[config.mk]
export PLATFORM = sky130hd
export DESIGN_NAME = fibo_seq_gen_flat
export DESIGN_NICKNAME = d
export VERILOG_FILES = /design/src/rtl/fibo_seq_gen_pkg.sv /design/src/rtl/fibo_seq_gen_if.sv /design/src/rtl/fibo_seq_gen_core.sv /design/src/rtl/fibo_seq_gen.sv /design/src/flat_wrapper.sv
export SDC_FILE = /design/constraint.sdc
export NUM_CORES = 1
export LEC_CHECK = 0
export ABC_CLOCK_PERIOD_IN_PS = 5600
export BUFFER_PORTS_ARGS = -buffer_cell sky130_fd_sc_hd__buf_2
export CAP_MARGIN = 20
export CELL_PAD_IN_SITES_DETAIL_PLACEMENT = 1
export CELL_PAD_IN_SITES_GLOBAL_PLACEMENT = 1
export CORE_ASPECT_RATIO = 0.6
export CORE_MARGIN = 5
export CORE_UTILIZATION = 43
export CTS_CLUSTER_SIZE = 12
export DETAILED_ROUTE_END_ITERATION = 8
export GPL_TIMING_DRIVEN = 0
export PLACE_DENSITY = 0.92
export SKIP_CTS_REPAIR_TIMING = 1
export SYNTH_ARGS = -nofsm -noshare
export SYNTH_HDL_FRONTEND = slang
export SYNTH_SLANG_ARGS = --single-unit
[constraint.sdc]
create_clock -name clk -period 5.6 [get_ports clk]
set_input_delay 0.84 -clock clk [delete_from_list [all_inputs] [get_ports clk]]
set_output_delay 0.84 -clock clk [all_outputs]
set_load 0.01 [all_outputs]
[src/rtl/fibo_seq_gen_pkg.sv]
// Shared types and constants for the Fibonacci sequence generator.
package fibo_pkg;

    typedef enum logic [1:0] {
        ST_IDLE = 2'd0,
        ST_RUN  = 2'd1,
        ST_DONE = 2'd2
    } state_e;

    localparam logic MODE_STOP = 1'b0;
    localparam logic MODE_WRAP = 1'b1;

    localparam int unsigned DEF_WIDTH = 16;
    localparam int unsigned DEF_CNT_W = 8;

endpackage

[src/rtl/fibo_seq_gen_if.sv]
// Valid/ready term stream produced by the Fibonacci generator.
interface fibo_seq_gen_if #(
    parameter int unsigned WIDTH = fibo_pkg::DEF_WIDTH,
    parameter int unsigned CNT_W = fibo_pkg::DEF_CNT_W
);

    logic             out_valid;
    logic             out_ready;
    logic [WIDTH-1:0] out_term;
    logic [CNT_W-1:0] out_idx;

    modport master (
        output out_valid,
        output out_term,
        output out_idx,
        input  out_ready
    );

    modport slave (
        input  out_valid,
        input  out_term,
        input  out_idx,
        output out_ready
    );

endinterface

[src/rtl/fibo_seq_gen_core.sv]
// Fibonacci datapath: a/b term registers, the WIDTH+1 adder and overflow tracking.
module fibo_core #(
    parameter int unsigned WIDTH = 16
) (
    input  logic             clk,
    input  logic             rst,
    input  logic             load,
    input  logic             advance,
    input  logic [WIDTH-1:0] seed0,
    input  logic [WIDTH-1:0] seed1,
    output logic [WIDTH-1:0] a,
    output logic             b_ovf
);

    logic [WIDTH-1:0] b;
    logic             a_ovf;
    logic [WIDTH:0]   sum;

    // Carry-out of the extended sum marks a term that no longer fits WIDTH bits
    always_comb begin
        sum = (WIDTH+1)'(a) + (WIDTH+1)'(b);
    end

    // Overflow flags travel with their terms so a wrapped value stays marked
    always_ff @(posedge clk) begin
        if (rst) begin
            a     <= '0;
            b     <= '0;
            a_ovf <= 1'b0;
            b_ovf <= 1'b0;
        end else if (load) begin
            a     <= seed0;
            b     <= seed1;
            a_ovf <= 1'b0;
            b_ovf <= 1'b0;
        end else if (advance) begin
            a     <= b;
            a_ovf <= b_ovf;
            b     <= sum[WIDTH-1:0];
            b_ovf <= sum[WIDTH] | a_ovf | b_ovf;
        end
    end

endmodule

[src/rtl/fibo_seq_gen.sv]
// Programmable-length Fibonacci term source with stop-or-wrap overflow handling.
module fibo_seq_gen
    import fibo_pkg::*;
#(
    parameter int unsigned WIDTH = DEF_WIDTH,
    parameter int unsigned CNT_W = DEF_CNT_W
) (
    input  logic             clk,
    input  logic             rst,
    input  logic             start,
    input  logic             abort,
    input  logic [WIDTH-1:0] seed0,
    input  logic [WIDTH-1:0] seed1,
    input  logic [CNT_W-1:0] num_terms,
    input  logic             wrap_mode,
    fibo_seq_gen_if.master   strm,
    output logic             busy,
    output logic             done,
    output logic             overflow
);

    state_e           state_q;
    state_e           state_d;
    logic             out_valid_q;
    logic [CNT_W-1:0] out_idx_q;
    logic [CNT_W-1:0] remaining_q;
    logic             mode_q;
    logic             overflow_q;
    logic             done_q;
    logic             busy_q;

    logic             hs;
    logic             load;
    logic             advance;
    logic             set_ovf;
    logic             clr_ovf;

    logic [WIDTH-1:0] term_a;
    logic             next_ovf;

    fibo_core #(
        .WIDTH (WIDTH)
    ) u_core (
        .clk     (clk),
        .rst     (rst),
        .load    (load),
        .advance (advance),
        .seed0   (seed0),
        .seed1   (seed1),
        .a       (term_a),
        .b_ovf   (next_ovf)
    );

    // State register
    always_ff @(posedge clk) begin
        if (rst) begin
            state_q <= ST_IDLE;
        end else begin
            state_q <= state_d;
        end
    end

    // Next-state and datapath controls; abort outranks a same-cycle handshake
    always_comb begin
        state_d = state_q;
        load    = 1'b0;
        advance = 1'b0;
        set_ovf = 1'b0;
        clr_ovf = 1'b0;
        hs      = out_valid_q & strm.out_ready;

        case (state_q)
            ST_IDLE: begin
                if (start) begin
                    clr_ovf = 1'b1;
                    if (num_terms != '0) begin
                        load    = 1'b1;
                        state_d = ST_RUN;
                    end else begin
                        state_d = ST_DONE;
                    end
                end
            end
            ST_RUN: begin
                if (abort) begin
                    state_d = ST_IDLE;
                end else if (hs) begin
                    advance = 1'b1;
                    // Count end wins: an overflowed term past num_terms is not flagged
                    if (remaining_q == CNT_W'(1)) begin
                        state_d = ST_DONE;
                    end else if (next_ovf) begin
                        set_ovf = 1'b1;
                        if (mode_q == MODE_STOP) begin
                            state_d = ST_DONE;
                        end
                    end
                end
            end
            ST_DONE: begin
                state_d = ST_IDLE;
            end
            default: begin
                state_d = ST_IDLE;
            end
        endcase
    end

    // Registered outputs and sequence counters
    always_ff @(posedge clk) begin
        if (rst) begin
            out_valid_q <= 1'b0;
            out_idx_q   <= '0;
            remaining_q <= '0;
            mode_q      <= MODE_STOP;
            overflow_q  <= 1'b0;
            done_q      <= 1'b0;
            busy_q      <= 1'b0;
        end else begin
            out_valid_q <= (state_d == ST_RUN);
            done_q      <= (state_d == ST_DONE);
            busy_q      <= (state_d != ST_IDLE);

            if (load) begin
                out_idx_q   <= '0;
                remaining_q <= num_terms;
                mode_q      <= wrap_mode;
            end else if (advance) begin
                out_idx_q   <= out_idx_q + CNT_W'(1);
                remaining_q <= remaining_q - CNT_W'(1);
            end

            if (clr_ovf) begin
                overflow_q <= 1'b0;
            end else if (set_ovf) begin
                overflow_q <= 1'b1;
            end
        end
    end

    assign strm.out_valid = out_valid_q;
    assign strm.out_term  = term_a;
    assign strm.out_idx   = out_idx_q;
    assign busy           = busy_q;
    assign done           = done_q;
    assign overflow       = overflow_q;

endmodule

[src/flat_wrapper.sv]
// flat-port wrapper written by rule: the top's interface ports become plain ports
module fibo_seq_gen_flat import fibo_pkg::*;
#(
    parameter int unsigned WIDTH = DEF_WIDTH,
    parameter int unsigned CNT_W = DEF_CNT_W
)
  (clk, rst, start, abort, seed0, seed1, num_terms, wrap_mode, busy, done, overflow, strm_out_valid, strm_out_term, strm_out_idx, strm_out_ready);
  fibo_seq_gen_if #(.WIDTH(WIDTH), .CNT_W(CNT_W)) strm_i ();
  input  logic clk;
  input  logic rst;
  input  logic start;
  input  logic abort;
  input  logic [WIDTH-1:0] seed0;
  input  logic [WIDTH-1:0] seed1;
  input  logic [CNT_W-1:0] num_terms;
  input  logic wrap_mode;
  output logic busy;
  output logic done;
  output logic overflow;
  output wire logic [$bits(strm_i.out_valid)-1:0] strm_out_valid;
  output wire logic [$bits(strm_i.out_term)-1:0] strm_out_term;
  output wire logic [$bits(strm_i.out_idx)-1:0] strm_out_idx;
  input wire logic [$bits(strm_i.out_ready)-1:0] strm_out_ready;
  assign strm_out_valid = strm_i.out_valid;
  assign strm_out_term = strm_i.out_term;
  assign strm_out_idx = strm_i.out_idx;
  assign strm_i.out_ready = strm_out_ready;
  fibo_seq_gen #(.WIDTH(WIDTH), .CNT_W(CNT_W)) u_core (.clk(clk), .rst(rst), .start(start), .abort(abort), .seed0(seed0), .seed1(seed1), .num_terms(num_terms), .wrap_mode(wrap_mode), .strm(strm_i), .busy(busy), .done(done), .overflow(overflow));
endmodule
==> flow_summary.toml, run 1 <==
[drt]
drc_errors = 0
routed_wl_um = 11620
route.detailed.vias_per_inst = 6.214
drtPass1Iterations = 5
drt_iter0_drc = 219
drt.antenna.violating_nets = 0
vias = 3424
route.detailed.wl_per_inst_um = 21.09

[setup_path]
slowest_stage = "sky130_fd_sc_hd__fa_1"
crit_path_frequent_cell = "sky130_fd_sc_hd__a211oi_1"
worstReg2RegStart = "u_core.u_core.a[0]$_SDFFE_PP0P_"
timing.critical_path.from_type = "flip-flop"
timing.setup.critical_path_class = "flip-flop to flip-flop"
r2r_end = "u_core.u_core.b[14]$_SDFFE_PP0P_"
worst-endpoint-arrival_ns = 2.78
path_max_fanout = 3
cells_traversed_along_the_worst_timing_path = "ha_1, fa_1, a211oi_1, nor2_1, o211ai_1, a211oi_1, or3_1, o221ai_1"
timing.critical_path.to_type = "flip-flop"
path_delay_family = "compound AO/OA/AOI/OAI gates"
slowest_stage_delay_on_critical_path_ns = 0.43
r2r_setup_slack_ns = 3.07
cells_on_worst_reg2reg_path = 8
cp.buffers_inverters = 0
worst_ep_required_ns = 5.85

[timing]
timing.final.ws_setup_ns = 3.074
grt_setup_unrepaired = "no"
worst_slew_margin_relative_to_its_limit_pct = 50.91
totalNegativeSetupSlack_ns = 0
holdWs_ns = 0.4710
final_period_minus_worst_setup_slack_ns = 2.526
fin_crit_sh_pct = 45.11
clock_skew_ns = 0.008396
final_report_hold_violation_count = 0
report.final.slew_viol_count = 0
timing_worst_slew_pin_value_ns = 0.7363
maximum_clock_frequency_mhz = 395.9
finalSetupViolations = 0

[synth]
syn_area_um2 = 3148
yosysUniqueCellTypes = 60
synth.largest_area_cell = "sky130_fd_sc_hd__dfxtp_1"
yosys_warnings = 0
synth_fp_nets = 437
asyncSetResetFlopFracSynth_pct = 0
yosys_register_bits = 57
area_share_of_the_leading_cell_type_in_the_synthesized_netlist_pct = 36.25
seq_area_frac_synth_pct = 36.25
synth-edff-count = 0
dominantRegCellSynth = "sky130_fd_sc_hd__dfxtp_1"
synth.area.top_cells = "sky130_fd_sc_hd__dfxtp_1, sky130_fd_sc_hd__ha_1, sky130_fd_sc_hd__a21oi_1"
syn_inst = 371
synth.avg_cell_area_um2 = 8.485

[clock_tree]
tritoncts = "yes"
clock_sinks = 57
numCtsBuffers = 9
cts.root.buffer_cell = "sky130_fd_sc_hd__clkbuf_16"
clock_tree.buffer_depth = 2
worst_setup_hold_path_clk_slew_ns = 0.05
htree_levels = 3
clk-insertion-delay-late_ns = 0.34

[pwr]
power_leakage_nw = 1.698
power_density_nw_per_um2 = 296.2
peakVddDrop_uv = 124.1
totalPowerFinal_mw = 1.162

[final_layout]
number_of_filler_instances_in_the_final_layout = 888
fin_nets = 521
insertedDiodeCount = 0
mostFrequentLayoutCell = "sky130_fd_sc_hd__buf_2"
final_instance_area_um2 = 3921
layout.cells.most_common_list = "sky130_fd_sc_hd__buf_2, sky130_fd_sc_hd__dfxtp_1, sky130_fd_sc_hd__nand2_1, sky130_fd_sc_hd__a21oi_1, sky130_fd_sc_hd__nor2_1"
areaGrowthSynthToFinish_pct = 24.56
fraction_of_layout_instances_using_a_drive_strength_above_1_pct = 25.00

[place]
gp_weighted_congestion = 0.9068
port_buffers = 73
dp_worst_setup_slack_ns = 2.840
place_area_um2 = 3627
hpwlAfterDp_um = 8297

[global_route]
first_pass_grt_wire_length_um = 18290
grt_overflow = 0
gr-usage-met2_pct = 39.11
first_global_vias = 3506
initial_antenna_violation_count = 0
pin_count_of_the_biggest_net_entering_global_routing = 11
grt_util_all_layers_pct = 25.23
global_route.usage.met1_pct = 33.21
gr-usage-met3_pct = 6.899
globalRoute.busiestLayer = "met2"

[worst_hold_path]
whs_path_depth = 2
hold_path_class = "flip-flop to flip-flop"
worstHoldStart = "u_core.mode_q$_SDFFE_PP0P_"
endpoint_of_the_worst_hold_timing_path = "u_core.mode_q$_SDFFE_PP0P_"

[floorplanning]
placeableCoreArea_um2 = 7207
starting_density_of_the_core_pct = 43.68
rows = 24
floorplan_die_area_um2 = 9188
die-width_um = 120.5
fp.dieH_um = 76.28
design.portCount = 74

[status]
status = "finished clean"

[run]
max_cap_violations = 0
==> registers in the layout, summed over array words and instances (netlist names), 2 cells and up <==
name	count
u_core.state_q	2
u_core.strm.out_idx	8
u_core.u_core.b	16
u_core.u_core.a	16
u_core.remaining_q	8
==> cell type report <==
cell class	count	area [um^2]	area share, %
well taps	91	113.9	2.904
plain buffers	20	96.34	2.457
inverters	7	26.28	0.6701
repair buffers	73	365.4	9.317
clock inverters	2	10.01	0.2553
clock buffers	14	284.0	7.243
flip-flops and latches	57	1141	29.10
multi-input cells	287	1884	48.05
==> cell usage after synthesis (2+ instances only) <==
cell type and n:
sky130_fd_sc_hd__nor2b_1 4, sky130_fd_sc_hd__nor3_1 9, sky130_fd_sc_hd__inv_1 6, sky130_fd_sc_hd__a221o_1 2
sky130_fd_sc_hd__o21a_1 2, sky130_fd_sc_hd__o21ai_1 6, sky130_fd_sc_hd__nand2_2 2, sky130_fd_sc_hd__a32oi_1 2
sky130_fd_sc_hd__clkbuf_1 5, sky130_fd_sc_hd__nor4_2 3, sky130_fd_sc_hd__or3_1 5, sky130_fd_sc_hd__a31oi_1 4
sky130_fd_sc_hd__nand3_1 13, sky130_fd_sc_hd__a221oi_1 3, sky130_fd_sc_hd__nand2_1 43, sky130_fd_sc_hd__nand2b_1 3
sky130_fd_sc_hd__buf_4 2, sky130_fd_sc_hd__a21oi_1 42, sky130_fd_sc_hd__xnor2_1 5, sky130_fd_sc_hd__and3_1 6
sky130_fd_sc_hd__a211oi_1 6, sky130_fd_sc_hd__buf_2 11, sky130_fd_sc_hd__o21ai_0 5, sky130_fd_sc_hd__o221ai_2 2
sky130_fd_sc_hd__xor2_1 11, sky130_fd_sc_hd__o211ai_1 2, sky130_fd_sc_hd__o22ai_1 6, sky130_fd_sc_hd__and4_1 4
sky130_fd_sc_hd__dfxtp_1 57, sky130_fd_sc_hd__nand4_1 2, sky130_fd_sc_hd__a21o_1 3, sky130_fd_sc_hd__ha_1 19
sky130_fd_sc_hd__buf_1 2, sky130_fd_sc_hd__a22oi_1 23, sky130_fd_sc_hd__nor2_1 25, sky130_fd_sc_hd__a22o_1 2
==> worst register-to-register path, cell delays in order (launching register included) <==
cell	delay (ns)
sky130_fd_sc_hd__dfxtp_1	0.34
sky130_fd_sc_hd__ha_1	0.24
sky130_fd_sc_hd__fa_1	0.43
sky130_fd_sc_hd__a211oi_1	0.27
sky130_fd_sc_hd__nor2_1	0.11
sky130_fd_sc_hd__o211ai_1	0.38
sky130_fd_sc_hd__a211oi_1	0.21
sky130_fd_sc_hd__or3_1	0.38
sky130_fd_sc_hd__o221ai_1	0.08
==> per-layer routing <==
layer  routed length, um  up-vias
met2                5275      159
met1                5209     1676
met4                 269        0
met5                   0        -
met3                 863       31
li1                    -     1558
==> stage by stage <==
| stage | cells | util, % |
|---|---|---|
| 5_1_grt | 551 | 54.41 |
| 2_1_floorplan | 371 | - |
| 4_1_cts | 551 | 54.41 |
| 3_3_place_gp | 535 | 50.33 |
| 3_5_place_dp | 535 | 50.33 |
| 6_report | 551 | 54.41 |
==> cell families (layout without fill, tap and decap cells) <==
| group | Yosys count | in the layout | synth area share, % |
|---|---|---|---|
| flops | 57 | 57 | 36.25 |
| fa+ha+maj | 20 | 20 | 8.188 |
| simple gates | 127 | 127 | 20.39 |
| buf+inv | 27 | 116 | 3.895 |
| xor+xnor | 16 | 16 | 4.451 |
| compound gates | 123 | 123 | 26.51 |
| mux | 1 | 1 | 0.3180 |
==> how the worst max path moves through the flow <==
| stage | from | to | slack, ns | cells past startpoint |
|---|---|---|---|---|
| floorplan | num_terms[0] | u_core.u_core.b[13]$_SDFFE_PP0P_ | 3.41 | 6 |
| global placement | num_terms[0] | u_core.u_core.b[10]$_SDFFE_PP0P_ | 2.90 | 9 |
| detailed placement | num_terms[0] | u_core.u_core.b[10]$_SDFFE_PP0P_ | 2.84 | 9 |
| CTS | u_core.u_core.a[0]$_SDFFE_PP0P_ | u_core.u_core.b[14]$_SDFFE_PP0P_ | 3.11 | 8 |
| global route | u_core.u_core.a[0]$_SDFFE_PP0P_ | u_core.u_core.b[12]$_SDFFE_PP0P_ | 2.92 | 8 |
| finish | u_core.u_core.a[0]$_SDFFE_PP0P_ | u_core.u_core.b[14]$_SDFFE_PP0P_ | 3.07 | 8 |
==> power breakdown <==
group | switching [mW] | internal (mW) | total (mW)
clock | 0.194 | 0.346 | 0.540
combinational | 0.105 | 0.0691 | 0.174
sequential | 0.0198 | 0.427 | 0.447
(Power assumes the default switching activity.)
==> inputs of run 2 (changes only) <==
--- a/config.mk
+++ b/config.mk
@@ -5,18 +5,19 @@
 export SDC_FILE = /design/constraint.sdc
 export NUM_CORES = 1
 export LEC_CHECK = 0
-export ABC_CLOCK_PERIOD_IN_PS = 5600
+export ABC_AREA = 1
+export ABC_CLOCK_PERIOD_IN_PS = 2400
 export BUFFER_PORTS_ARGS = -buffer_cell sky130_fd_sc_hd__buf_2
 export CAP_MARGIN = 20
 export CELL_PAD_IN_SITES_DETAIL_PLACEMENT = 1
 export CELL_PAD_IN_SITES_GLOBAL_PLACEMENT = 1
 export CORE_ASPECT_RATIO = 0.6
 export CORE_MARGIN = 5
-export CORE_UTILIZATION = 43
+export CORE_UTILIZATION = 38
 export CTS_CLUSTER_SIZE = 12
 export DETAILED_ROUTE_END_ITERATION = 8
 export GPL_TIMING_DRIVEN = 0
-export PLACE_DENSITY = 0.92
+export PLACE_DENSITY = 0.87
 export SKIP_CTS_REPAIR_TIMING = 1
 export SYNTH_ARGS = -nofsm -noshare
 export SYNTH_HDL_FRONTEND = slang
==> constraint.sdc (replaced) <==
create_clock -name clk -period 2.4 [get_ports clk]
set_input_delay 0.36 -clock clk [delete_from_list [all_inputs] [get_ports clk]]
set_output_delay 0.36 -clock clk [all_outputs]
set_load 0.01 [all_outputs]
==> flow_summary.toml, run 2 <==
[status]
status = "finished clean"

[place]
port_buffers = 72
gp_weighted_congestion = 0.8976
hpwlAfterDp_um = 9503
dp_worst_setup_slack_ns = 0.4069

[setup_path]
slowest_stage_delay_on_critical_path_ns = 0.36
timing.critical_path.to_type = "flip-flop"
timing.critical_path.from_type = "flip-flop"
cells_traversed_along_the_worst_timing_path = "ha_1, fa_1, nand2_1, a21oi_1, nand2_1, nand2_1, nand2_1, nand2_1, nand2_1, nand3_1, a21oi_1"
crit_path_frequent_cell = "sky130_fd_sc_hd__nand2_1"
slowest_stage = "sky130_fd_sc_hd__dfxtp_1"
path_max_fanout = 4
worst-endpoint-arrival_ns = 2.23
timing.setup.critical_path_class = "flip-flop to flip-flop"
worst_ep_required_ns = 2.58

[synth]
dominantRegCellSynth = "sky130_fd_sc_hd__dfxtp_1"
synth_fp_nets = 606
yosys.cell_count.top_type = "sky130_fd_sc_hd__nand2_1"
synth.area.top_cells = "sky130_fd_sc_hd__dfxtp_1, sky130_fd_sc_hd__nand2_1, sky130_fd_sc_hd__inv_1"
synthTopCellsByCount = "sky130_fd_sc_hd__nand2_1, sky130_fd_sc_hd__inv_1, sky130_fd_sc_hd__dfxtp_1"
synth-edff-count = 0
area_share_of_the_leading_cell_type_in_the_synthesized_netlist_pct = 32.90
asyncSetResetFlopFracSynth_pct = 0
synth.avg_cell_area_um2 = 6.423
syn_inst = 540
yosysUniqueCellTypes = 35
seq_area_frac_synth_pct = 32.90
yosys_warnings = 0
syn_area_um2 = 3468
yosys_register_bits = 57
synth.largest_area_cell = "sky130_fd_sc_hd__dfxtp_1"

[timing]
final_period_minus_worst_setup_slack_ns = 2.047
finalSetupViolations = 0
report.final.slew_viol_count = 0
worst_slew_margin_relative_to_its_limit_pct = 52.18
grt_setup_unrepaired = "no"
clock_skew_ns = 0.007368
timing_worst_slew_pin_value_ns = 0.7173
totalNegativeSetupSlack_ns = 0
fin_crit_sh_pct = 85.28
maximum_clock_frequency_mhz = 488.6
final_report_hold_violation_count = 0
timing.final.ws_setup_ns = 0.3534

[worst_hold_path]
hold_path_class = "primary input to flip-flop"

[clock_tree]
worst_setup_hold_path_clk_slew_ns = 0.05
clock_sinks = 57
clk-insertion-delay-late_ns = 0.34
clock_tree.buffer_depth = 2
tritoncts = "yes"
numCtsBuffers = 9
cts.root.buffer_cell = "sky130_fd_sc_hd__clkbuf_16"
htree_levels = 3

[drt]
route.detailed.vias_per_inst = 5.106
drt.antenna.violating_nets = 0
drc_errors = 0
drt_iter0_drc = 212
vias = 3799
routed_wl_um = 12310
route.detailed.wl_per_inst_um = 16.54
drtPass1Iterations = 4

[pwr]
power_density_nw_per_um2 = 657.4
power_leakage_nw = 2.201
peakVddDrop_uv = 334.0

[global_route]
pin_count_of_the_biggest_net_entering_global_routing = 11
first_global_vias = 4029
grt_util_all_layers_pct = 22.76
first_pass_grt_wire_length_um = 20130
grt_overflow = 0
initial_antenna_violation_count = 0

[floorplanning]
floorplan_die_area_um2 = 11200
placeableCoreArea_um2 = 9020
die-width_um = 133.3
rows = 27
fp.dieH_um = 84
design.portCount = 74
starting_density_of_the_core_pct = 38.45

[final_layout]
fraction_of_layout_instances_using_a_drive_strength_above_1_pct = 17.68
fin_nets = 689
layout.cells.most_common_list = "sky130_fd_sc_hd__nand2_1, sky130_fd_sc_hd__buf_2, sky130_fd_sc_hd__inv_1, sky130_fd_sc_hd__dfxtp_1, sky130_fd_sc_hd__a21oi_1"
insertedDiodeCount = 0
fin_util_pct = 47.48
mostFrequentLayoutCell = "sky130_fd_sc_hd__nand2_1"
areaGrowthSynthToFinish_pct = 23.48
biggest_registers_after_layout = "u_core.u_core.a x16, u_core.u_core.b x16"

[run]
max_cap_violations = 0
-- run 2: changes by cell type after synthesis, moves of 16 or more --
cell and delta:
sky130_fd_sc_hd__nand2_1 +128, sky130_fd_sc_hd__a22oi_1 -22, sky130_fd_sc_hd__nand3_1 +19, sky130_fd_sc_hd__nor2_1 +16, sky130_fd_sc_hd__o21ai_0 +27, sky130_fd_sc_hd__inv_1 +68
-- run 2: cell type report --
type                       count  area (um^2)
buffer                        16        85.08
clock buffer                  14        274.0
clock inverter                 2        35.03
fill                        1233         4737
inverter                      77        289.0
multi-input combinational    390         1953
sequential                    57         1141
tap                          116        145.1
timing repair buffer          72        360.3
-- run 2: logic make-up (layout without fill, tap and decap cells) --
group / after synthesis / count (layout) / synth area share (%)
AO/OA/AOI/OAI: 94 / 94 / 14.29
XOR/XNOR: 5 / 5 / 1.263
adder cells (fa/ha/maj): 20 / 20 / 7.432
buffers and inverters: 93 / 181 / 10.79
flip-flops: 57 / 57 / 32.90
AND/OR/NAND/NOR: 271 / 271 / 33.33
-- run 2: routing by layer --
metal	up-vias	wire length, um	track usage (%)
met2	119	5505	37.43
met4	0	183	7.563
met5	-	0	0
met3	16	1080	5.120
li1	1888	-	-
met1	1776	5538	29.54
-- run 2: power by group --
part / switching [mW] / internal (mW)
Combinational: 0.280 / 0.161
Sequential: 0.0399 / 0.997
Clock: 0.451 / 0.887
Total: 0.771 / 2.04
-- run 2: stage by stage --
step | hold WS [ns] | cells | area, um^2 | total power [mW]
detailed placement | 0.4605 | 728 | 3974 | 1.488
floorplan | 0.4345 | 540 | 3468 | 1.322
CTS | 0.2849 | 744 | 4283 | 2.839
global route | 0.2951 | 744 | 4283 | 2.952
global placement | 0.4507 | 728 | 3974 | 1.466
finish | 0.2913 | 744 | 4283 | 2.815
-- run 2: final timing paths --
kind	from	endpoint	slack (ns)	cells after the start
worst min register to register	u_core.u_core.a_ovf$_SDFFE_PP0P_	u_core.u_core.a_ovf$_SDFFE_PP0P_	0.47	2
worst max-delay path	u_core.u_core.a[0]$_SDFFE_PP0P_	u_core.u_core.b[14]$_SDFFE_PP0P_	0.35	11
worst max register to register	u_core.u_core.a[0]$_SDFFE_PP0P_	u_core.u_core.b[14]$_SDFFE_PP0P_	0.35	11
worst min-delay path	num_terms[3]	u_core.remaining_q[3]$_SDFFE_PP0P_	0.29	3
-- run 2: critical path: cells and delay by family (launching register included) --
family | cells | cell delay [ns]
AO/OA/AOI/OAI | 2 | 0.41
flip-flops | 1 | 0.36
AND/OR/NAND/NOR | 7 | 0.64
adder cells (fa/ha/maj) | 2 | 0.47
==> inputs of run 3 (changes only) <==
--- a/config.mk
+++ b/config.mk
@@ -21,4 +21,5 @@
 export SKIP_CTS_REPAIR_TIMING = 1
 export SYNTH_ARGS = -nofsm -noshare
 export SYNTH_HDL_FRONTEND = slang
+export SYNTH_HIERARCHICAL = 1
 export SYNTH_SLANG_ARGS = --single-unit
==> flow_summary.toml, run 3 <==
[final_layout]
insertedDiodeCount = 0
fin_nets = 744
fraction_of_layout_instances_using_a_drive_strength_above_1_pct = 19.33
number_of_filler_instances_in_the_final_layout = 1363
multi_input_comb_area_um2 = 2137
areaGrowthSynthToFinish_pct = 23.00
mostFrequentLayoutCell = "sky130_fd_sc_hd__nand2_1"
register_area_um2 = 1141
biggest_registers_after_layout = "u_core/u_core/a x16, u_core/u_core/b x16"
layout.cells.most_common_list = "sky130_fd_sc_hd__nand2_1, sky130_fd_sc_hd__inv_1, sky130_fd_sc_hd__buf_2, sky130_fd_sc_hd__nand3_1, sky130_fd_sc_hd__dfxtp_1"
final_instance_area_um2 = 4589

[setup_path]
worst_ep_required_ns = 2.65
timing.critical_path.to_type = "flip-flop"
worst-endpoint-arrival_ns = 2.46
cp.buffers_inverters = 5
timing.setup.critical_path_class = "flip-flop to flip-flop"
cells_traversed_along_the_worst_timing_path = "nor2_1, nand2_1, inv_2, nand2_4, buf_6, inv_2, buf_2, clkbuf_1, nand2_1, a31oi_1"
path_max_fanout = 10
slowest_stage = "sky130_fd_sc_hd__clkbuf_1"
path_delay_family = "buffers and inverters"
slowest_stage_delay_on_critical_path_ns = 0.50
timing.critical_path.from_type = "flip-flop"
worstReg2RegStart = "u_core/state_q[0]$_SDFF_PP0_"
crit_path_start = "u_core/state_q[0]$_SDFF_PP0_"

[drt]
route.detailed.wl_per_inst_um = 16.66
drtPass1Iterations = 4
route.detailed.vias_per_inst = 5.081
routed_wl_um = 13630
drt.antenna.violating_nets = 0
vias = 4156
drt_iter0_drc = 446
drc_errors = 0

[synth]
syn_area_um2 = 3731
dominantRegCellSynth = "sky130_fd_sc_hd__dfxtp_1"
yosys.cell_count.top_type = "sky130_fd_sc_hd__nand2_1"
synthTopCellsByCount = "sky130_fd_sc_hd__nand2_1, sky130_fd_sc_hd__inv_1, sky130_fd_sc_hd__nand3_1"
synth-edff-count = 0
synth.avg_cell_area_um2 = 6.281
syn_inst = 594
yosysUniqueCellTypes = 40
synth.area.top_cells = "sky130_fd_sc_hd__dfxtp_1, sky130_fd_sc_hd__nand2_1, sky130_fd_sc_hd__inv_1"
synth_fp_nets = 660
yosys_warnings = 6
asyncSetResetFlopFracSynth_pct = 0
seq_area_frac_synth_pct = 30.58
area_share_of_the_leading_cell_type_in_the_synthesized_netlist_pct = 30.58
synth.largest_area_cell = "sky130_fd_sc_hd__dfxtp_1"
yosys_register_bits = 57

[worst_hold_path]
hold_path_class = "primary input to flip-flop"
worstHoldStart = "wrap_mode"

[timing]
totalNegativeSetupSlack_ns = 0
grt_setup_unrepaired = "no"
maximum_clock_frequency_mhz = 453.5
final_period_minus_worst_setup_slack_ns = 2.205
finalSetupViolations = 0
report.final.slew_viol_count = 0
worst_slew_margin_relative_to_its_limit_pct = 50.95
timing_worst_slew_pin_value_ns = 0.7357
clock_skew_ns = 0.005417
holdWs_ns = 0.3020
timing.final.ws_setup_ns = 0.1951
final_report_hold_violation_count = 0
fin_crit_sh_pct = 91.87

[pwr]
power_density_nw_per_um2 = 633.4
power_leakage_nw = 2.510
peakVddDrop_uv = 289.9

[global_route]
grt_util_all_layers_pct = 23.63
gr-usage-met2_pct = 37.30
first_global_vias = 4400
grt_overflow = 0
globalRoute.busiestLayer = "met2"
first_pass_grt_wire_length_um = 21870
initial_antenna_violation_count = 0
gr-usage-met3_pct = 6.497
pin_count_of_the_biggest_net_entering_global_routing = 16
global_route.usage.met1_pct = 32.31

[floorplanning]
design.portCount = 74
floorplan_die_area_um2 = 11970
placeableCoreArea_um2 = 9704
starting_density_of_the_core_pct = 38.45
die-width_um = 137.9
fp.dieH_um = 86.76
rows = 28

[clock_tree]
clock_tree.buffer_depth = 2
clock_sinks = 57
clk-insertion-delay-late_ns = 0.33
htree_levels = 3
tritoncts = "yes"
numCtsBuffers = 9
worst_setup_hold_path_clk_slew_ns = 0.05
cts.root.buffer_cell = "sky130_fd_sc_hd__clkbuf_16"

[place]
hpwlAfterDp_um = 10420
place_area_um2 = 4265
port_buffers = 73
gp_weighted_congestion = 0.9192
dp_worst_setup_slack_ns = 0.1142

[status]
status = "finished clean"

[run]
max_cap_violations = 0
-- run 3: layout make-up --
| cell class | instances | share of cell area, % |
|---|---|---|
| repair buffers | 73 | 7.961 |
| multi-input cells | 426 | 46.56 |
| well taps | 135 | 3.680 |
| plain buffers | 16 | 2.127 |
| inverters | 95 | 7.797 |
| clock inverters | 5 | 1.718 |
| flip-flops and latches | 57 | 24.86 |
| clock buffers | 11 | 5.289 |
-- run 3: final timing paths --
kind | to | slack, ns | cells past startpoint
worst min register to register | u_core/u_core/a_ovf$_SDFFE_PP0P_ | 0.48 | 2
worst min-delay path | u_core/mode_q$_SDFFE_PP0P_ | 0.30 | 3
worst max register to register | u_core/u_core/b[2]$_SDFFE_PP0P_ | 0.20 | 10
worst max-delay path | u_core/u_core/b[2]$_SDFFE_PP0P_ | 0.20 | 10
-- run 3: layer usage --
layer  vias up  wire length (um)
met5         -                 0
met4         0               182
met3        17               976
met2       134              5888
met1      1962              6580
li1       2043                 -
-- run 3: power by group --
| part | internal, mW | switching, mW | leakage (nW) | total, mW |
|---|---|---|---|---|
| combinational | 0.171 | 0.308 | 1.88 | 0.479 |
| sequential | 0.996 | 0.0429 | 0.467 | 1.04 |
| clock | 0.934 | 0.454 | 0.159 | 1.39 |
| total | 2.10 | 0.805 | 2.51 | 2.91 |
-- run 3: kinds of logic after synthesis --
family                   after synthesis  share of synthesized area (%)
XOR/XNOR                               3                         0.7044
AO/OA/AOI/OAI                         66                          10.19
AND/OR/NAND/NOR                      337                          39.47
flip-flops                            57                          30.58
buffers and inverters                111                          12.14
adder cells (fa/ha/maj)               20                          6.908
-- run 3: worst reg2reg max path: stages, from the launching register on --
cell and delay (ns):
sky130_fd_sc_hd__dfxtp_1 0.31, sky130_fd_sc_hd__nor2_1 0.10, sky130_fd_sc_hd__nand2_1 0.15, sky130_fd_sc_hd__inv_2 0.17, sky130_fd_sc_hd__nand2_4 0.08, sky130_fd_sc_hd__buf_6 0.14, sky130_fd_sc_hd__inv_2 0.06, sky130_fd_sc_hd__buf_2 0.19
sky130_fd_sc_hd__clkbuf_1 0.50, sky130_fd_sc_hd__nand2_1 0.21, sky130_fd_sc_hd__a31oi_1 0.21
-- run 3: stage by stage --
| step | utilization, % | total power [mW] | cells |
|---|---|---|---|
| global placement | 43.95 | 1.496 | 802 |
| detailed placement | 43.95 | 1.522 | 802 |
| finish | 47.29 | 2.907 | 818 |
| floorplan | - | 1.344 | 594 |
| CTS | 47.27 | 2.925 | 818 |
| global route | 47.29 | 3.036 | 818 |
